[config.mk]
export PLATFORM = sky130hd
export DESIGN_NAME = fpmult_arbiter
export DESIGN_NICKNAME = d
export VERILOG_FILES = /design/src/rtl/fpmult_arbiter.sv
export SDC_FILE = /design/constraint.sdc
export NUM_CORES = 1
export LEC_CHECK = 0
export ABC_AREA = 1
export BUFFER_PORTS_ARGS = -buffer_cell sky130_fd_sc_hd__buf_2
export CORE_AREA = 2 2 157 159
export DETAILED_ROUTE_END_ITERATION = 10
export DIE_AREA = 0 0 159 161
export GPL_ROUTABILITY_DRIVEN = 0
export GPL_TIMING_DRIVEN = 1
export PLACE_DENSITY = 0.56
export SYNTH_ARGS = -nofsm -noshare
export SYNTH_HDL_FRONTEND = slang
export SYNTH_SLANG_ARGS = --single-unit
[constraint.sdc]
create_clock -name clk -period 2.9 [get_ports clk]
set_clock_uncertainty 0.2 [all_clocks]
set_input_delay 0.29 -clock clk [delete_from_list [all_inputs] [get_ports clk]]
set_output_delay 0.29 -clock clk [all_outputs]
set_load 0.01 [all_outputs]
[src/rtl/fpmult_arbiter.sv]
// fpmult_arbiter
// ---------------------------------------------------------------------------
// Shares one multi-cycle fpmult single-precision multiplier among NREQ
// requesters with round-robin arbitration. The controller sequences the
// multiplier's reset/done protocol. Each product goes back to the requester
// that issued it. A watchdog aborts any operation whose multiplier fails to
// report done within TIMEOUT RUN cycles.
//
// Handshake semantics (valid/ready): a requester raises req_valid[i] with its
// operands and must hold both stable until it sees req_ready[i]. The transfer
// happens on the rising edge that ends a cycle where req_valid[i] &
// req_ready[i] is high. req_ready is one-hot and is only ever asserted in
// IDLE. resp_valid is a one-cycle, one-hot strobe with no back-pressure.
//
// Ports:
//   clk, reset_n           clock, asynchronous active-low reset
//   req_valid[NREQ]        per-requester request pending
//   req_dataa/b[32*NREQ]   operands, requester i at [32i+31:32i]
//   req_ready[NREQ]        one-hot grant (combinational, IDLE only)
//   resp_valid[NREQ]       one-hot response strobe
//   resp_result[32]        product (0 on timeout)
//   resp_timeout           operation was aborted by the watchdog
//   busy                   controller is not IDLE
//   mult_reset             active-high clear/start to fpmult
//   mult_dataa/b[32]       operands to fpmult
//   mult_result[32]        fpmult result
//   mult_done              fpmult done
//   dbg_state_o[2]         current FSM state, for observation only
// ---------------------------------------------------------------------------
module fpmult_arbiter #(
  parameter int NREQ    = 4,
  parameter int TIMEOUT = 16
) (
  input  logic                 clk,
  input  logic                 reset_n,
  input  logic [NREQ-1:0]      req_valid,
  input  logic [32*NREQ-1:0]   req_dataa,
  input  logic [32*NREQ-1:0]   req_datab,
  output logic [NREQ-1:0]      req_ready,
  output logic [NREQ-1:0]      resp_valid,
  output logic [31:0]          resp_result,
  output logic                 resp_timeout,
  output logic                 busy,
  output logic                 mult_reset,
  output logic [31:0]          mult_dataa,
  output logic [31:0]          mult_datab,
  input  logic [31:0]          mult_result,
  input  logic                 mult_done,
  output logic [1:0]           dbg_state_o
);

  localparam int IW = (NREQ > 1) ? $clog2(NREQ) : 1;
  localparam int CW = $clog2(TIMEOUT) + 1;

  typedef enum logic [1:0] {
    S_IDLE = 2'd0,
    S_LOAD = 2'd1,
    S_RUN  = 2'd2,
    S_RESP = 2'd3
  } state_t;

  state_t          state_q;
  logic [IW-1:0]   ptr_q;
  logic [IW-1:0]   gnt_q;
  logic [CW-1:0]   cnt_q;
  logic [31:0]     result_q;
  logic            timeout_q;
  logic [31:0]     dataa_q;
  logic [31:0]     datab_q;

  // Round-robin search: first pending requester at or above ptr_q, wrapping.
  logic            found;
  logic [IW-1:0]   gnt_idx;
  logic [IW:0]     cand;
  logic [31:0]     sel_a;
  logic [31:0]     sel_b;

  always_comb begin
    found   = 1'b0;
    gnt_idx = '0;
    cand    = '0;
    for (int i = 0; i < NREQ; i++) begin
      cand = {1'b0, ptr_q} + (IW+1)'(i);
      if (cand >= (IW+1)'(NREQ)) begin
        cand = cand - (IW+1)'(NREQ);
      end
      if (!found && req_valid[cand[IW-1:0]]) begin
        found   = 1'b1;
        gnt_idx = cand[IW-1:0];
      end
    end
  end

  always_comb begin
    sel_a = '0;
    sel_b = '0;
    for (int k = 0; k < NREQ; k++) begin
      if (gnt_idx == IW'(k)) begin
        sel_a = req_dataa[32*k +: 32];
        sel_b = req_datab[32*k +: 32];
      end
    end
  end

  // Grant is gated by reset_n so no requester sees a handshake while the
  // controller is being held in reset.
  always_comb begin
    req_ready = '0;
    if (state_q == S_IDLE && reset_n && found) begin
      req_ready[gnt_idx] = 1'b1;
    end
  end

  always_comb begin
    resp_valid = '0;
    if (state_q == S_RESP) begin
      resp_valid[gnt_q] = 1'b1;
    end
  end

  assign resp_result  = result_q;
  assign resp_timeout = timeout_q;
  assign busy         = (state_q != S_IDLE);
  // The multiplier is only released from reset while an operation runs.
  assign mult_reset   = (state_q != S_RUN);
  assign mult_dataa   = dataa_q;
  assign mult_datab   = datab_q;
  assign dbg_state_o  = state_q;

  always_ff @(posedge clk or negedge reset_n) begin
    if (!reset_n) begin
      state_q   <= S_IDLE;
      ptr_q     <= '0;
      gnt_q     <= '0;
      cnt_q     <= '0;
      result_q  <= '0;
      timeout_q <= 1'b0;
      dataa_q   <= '0;
      datab_q   <= '0;
    end else begin
      case (state_q)
        S_IDLE: begin
          if (found) begin
            gnt_q   <= gnt_idx;
            dataa_q <= sel_a;
            datab_q <= sel_b;
            state_q <= S_LOAD;
          end
        end
        S_LOAD: begin
          cnt_q   <= '0;
          state_q <= S_RUN;
        end
        S_RUN: begin
          cnt_q <= cnt_q + 1'b1;
          // Done takes priority over the watchdog on the final RUN cycle.
          if (mult_done) begin
            result_q  <= mult_result;
            timeout_q <= 1'b0;
            state_q   <= S_RESP;
          end else if (cnt_q == CW'(TIMEOUT - 1)) begin
            result_q  <= '0;
            timeout_q <= 1'b1;
            state_q   <= S_RESP;
          end
        end
        S_RESP: begin
          if (gnt_q == IW'(NREQ - 1)) begin
            ptr_q <= '0;
          end else begin
            ptr_q <= gnt_q + 1'b1;
          end
          state_q <= S_IDLE;
        end
        default: state_q <= S_IDLE;
      endcase
    end
  end

endmodule

==> impl_metrics.tcl <==
set metrics [dict create \
    antenna_found_initial 0 \
    fin_area_um2 9902 \
    grt_util_met3_pct 4.417 \
    violations "setup timing" \
    slowest_stage "dfrtp_2" \
    max-cap-violations 0 \
    reg2reg_from "ptr_q[0]" \
    ys_ff_latch 108 \
    vdd_drop_max_uv 616.3 \
    final_cells 1703 \
    dr.pass1.iters 5 \
    rows 57 \
    hold_ws_ns 0.02646 \
    cp_data_arrival_time_ns 2.44 \
    endpoint_kind "output pin" \
    grt-busiest-layer "met2" \
    die_w_um 159 \
    synth.top_cells.by_count "nand2_1, nand3_1, nor2_1" \
    dp_hpwl_mm 19.08 \
    grt_max_degree 109 \
    avgSynthCellArea_um2 6.974 \
    critPathKind "reg -> out" \
    cp_cell_sequence "buf_4 > nand2_1 > nand2_1 > nand2_1 > nand2_2 > nand4_1 > nand2_1 > nor2_4 > buf_12 > nand2_1 > nor2_1 > buf_2" \
    synth_area_leaders "dfrtp_1, nand2_1, nand3_1, nor2_1, a22o_1" \
    cts-root-buf "clkbuf_16" \
    insertion_delay_ns 0.36 \
    period_share_pct 100.9 \
    via_per_inst 4.659 \
    worstPathMaxFanout 26 \
    fin_ws_ns -0.02581 \
    hold_class "in -> reg" \
    synth_top_area_share_pct 40.71 \
    drc_errors 0 \
    antenna_cells 0 \
    antenna_left 0 \
    critical_path.max_stage_delay_ns 0.47 \
    setup_viol 1 \
    status "finished with violations" \
    nNetsFinal 1679 \
    vias 7934 \
    area_growth_pct 49.15 \
    wl_per_cell_um 16.55 \
    leakage_nw 5.443 \
    yosysSeqAreaShare_pct 40.71 \
    worstHoldStart "req_dataa[97]" \
    drt-initial-drc-count 454 \
    die_h_um 161 \
    rsz0062_at_grt "true" \
    rrSetupSlack_ns 0.12 \
    relSlewSlack_pct 30.67 \
    synth_top_area_cell "dfrtp_1" \
    final_max_slew_viol_count 0 \
    start_kind "flop" \
    yosysMostFrequentCell "nand2_1" \
    place_inst 1638 \
    placed_area_um2 9011 \
    grt_usage_pct 20.39 \
    synth_cells 952 \
    startpoint "ptr_q[0]" \
    crit_top_cell "nand2_1" \
    synth_fp_nets 1257 \
    ys_types 29 \
    grtUsageMet1_pct 24.69 \
    clk_pin_slew_ns 0.09 \
    worst_pin_slew_ns 1.039 \
    drive_gt1_share_pct 35.53 \
    port_buffers 403 \
    dieArea_um2 25600 \
    power_density_nw_per_um2 1350 \
    grt_pass1_vias 7717 \
    cp.required_ns 2.41 \
    min_period_ns 2.926 \
    synth_ff_type "dfrtp_1" \
    grt_pass1_wl_mm 41.28 \
    ys_warn_count 0 \
    numCtsBuffers 9 \
    synthArstFlopShare_pct 100.0 \
    grt_overflow 0 \
    hold_viol_final 0 \
    pre_cts_ws_ns -0.01228 \
    synth_area_um2 6639 \
    fmax_mhz 341.8 \
    fp.coreArea_um2 23960 \
    start_util_pct 27.70 \
    io_pins 404 \
    htreeDepth 3 \
    cts_tree "built" \
    gr-usage-met2_pct 35.89 \
    synth_edf_count 0 \
    clockBufferDepth 2 \
    drt-total-wl_mm 28.19 \
    clock_sinks 108 \
]
-- path summary, 6_finish.rpt --
| check | cells past startpoint | end |
|---|---|---|
| worst max register to register | 13 | mult_dataa[10] |
| worst max-delay path | 12 | req_ready[0] |
| worst min register to register | 2 | mult_dataa[21] |
| min in group asynchronous | 3 | mult_datab[12] |
| max in group asynchronous | 3 | ptr_q[1] |
| worst min-delay path | 5 | mult_dataa[1] |
-- final cells by class --
cell class                 count  area [µm²]
clock buffer                   9       225.2
clock inverter                 7       88.84
fill                        2511       14060
inverter                      70       272.8
multi-input combinational    711        3367
sequential                   108        2705
tap                          324       405.4
timing repair buffer         474        2838
-- state kept, by name, summed over array words and instances (netlist names) --
| name | count |
|---|---|
| resp_timeout | 1 |
| ptr_q | 2 |
| mult_datab | 32 |
| cnt_q | 5 |
| gnt_q | 2 |
| mult_dataa | 32 |
| resp_result | 32 |
| dbg_state_o | 2 |
-- report_power, final --
| group | internal (mW) | total [mW] | switching (mW) |
|---|---|---|---|
| Clock | 0.624 | 1.30 | 0.679 |
| Combinational | 3.54 | 9.35 | 5.82 |
| Sequential | 2.27 | 2.71 | 0.434 |
-- worst max-delay path, delay by kind of cell (launching register included) --
kind | cells | cell delay, ns
DFF | 1 | 0.47
buffers and inverters | 3 | 0.55
and+or+nand+nor | 9 | 1.03
-- per-layer routing --
layer | vias up | part of all wire (%)
li1 | 3922 | -
met1 | 3630 | 42
met2 | 336 | 48
met3 | 46 | 6.6
met4 | 0 | 3.1
met5 | - | 0
-- timing repair --
action | CTS | global route
hold buffers | 32 | 0
endpoints found under the hold margin | 139 | 0
setup endpoints to repair | 18 | 45
cloned | 1 | 4
gates resized for setup | 2 | 12
setup buffers | 5 | 7
pin swaps | 0 | 2
-- cells in the final DEF, fill, tap and decap left out, types with 2 or more instances in the layout --
| cell | count |
|---|---|
| buf_2 | 402 |
| nand2_1 | 277 |
| nand3_1 | 173 |
| nor2_1 | 124 |
| dfrtp_1 | 106 |
| inv_1 | 66 |
| o21ai_0 | 33 |
| a22o_1 | 32 |
| dlygate4sd3_1 | 32 |
| buf_4 | 25 |
| nand4_1 | 13 |
| nor2_2 | 12 |
| clkbuf_16 | 12 |
| ha_1 | 10 |
| nand3b_1 | 8 |
| buf_12 | 8 |
| nand2_2 | 7 |
| a21oi_1 | 6 |
| nor3_1 | 5 |
| nor2_4 | 3 |
| clkinv_8 | 3 |
| inv_4 | 2 |
| inv_6 | 2 |
| inv_8 | 2 |
| buf_6 | 2 |
| dfrtp_2 | 2 |
-- cells by family after synthesis --
kind of cell               synth area share [%]
and+or+nand+nor                           40.46
buffers and inverters                     9.253
adders and majority gates                 1.885
DFF                                       40.71
AOI/OAI and AO/OA                         7.690
-- through the flow --
| stage | setup TNS, ns | total power, mW | util (%) |
|---|---|---|---|
| floorplan | 0 | 8.325 | - |
| global placement | 0 | 11.01 | 37.60 |
| detailed placement | -0.01228 | 11.15 | 37.60 |
| CTS | 0 | 12.76 | 40.56 |
| global route | -2.631 | 14.62 | 41.32 |
| finish | -0.02581 | 13.36 | 41.32 |
Note: power is estimated with default switching activity, not from simulation.
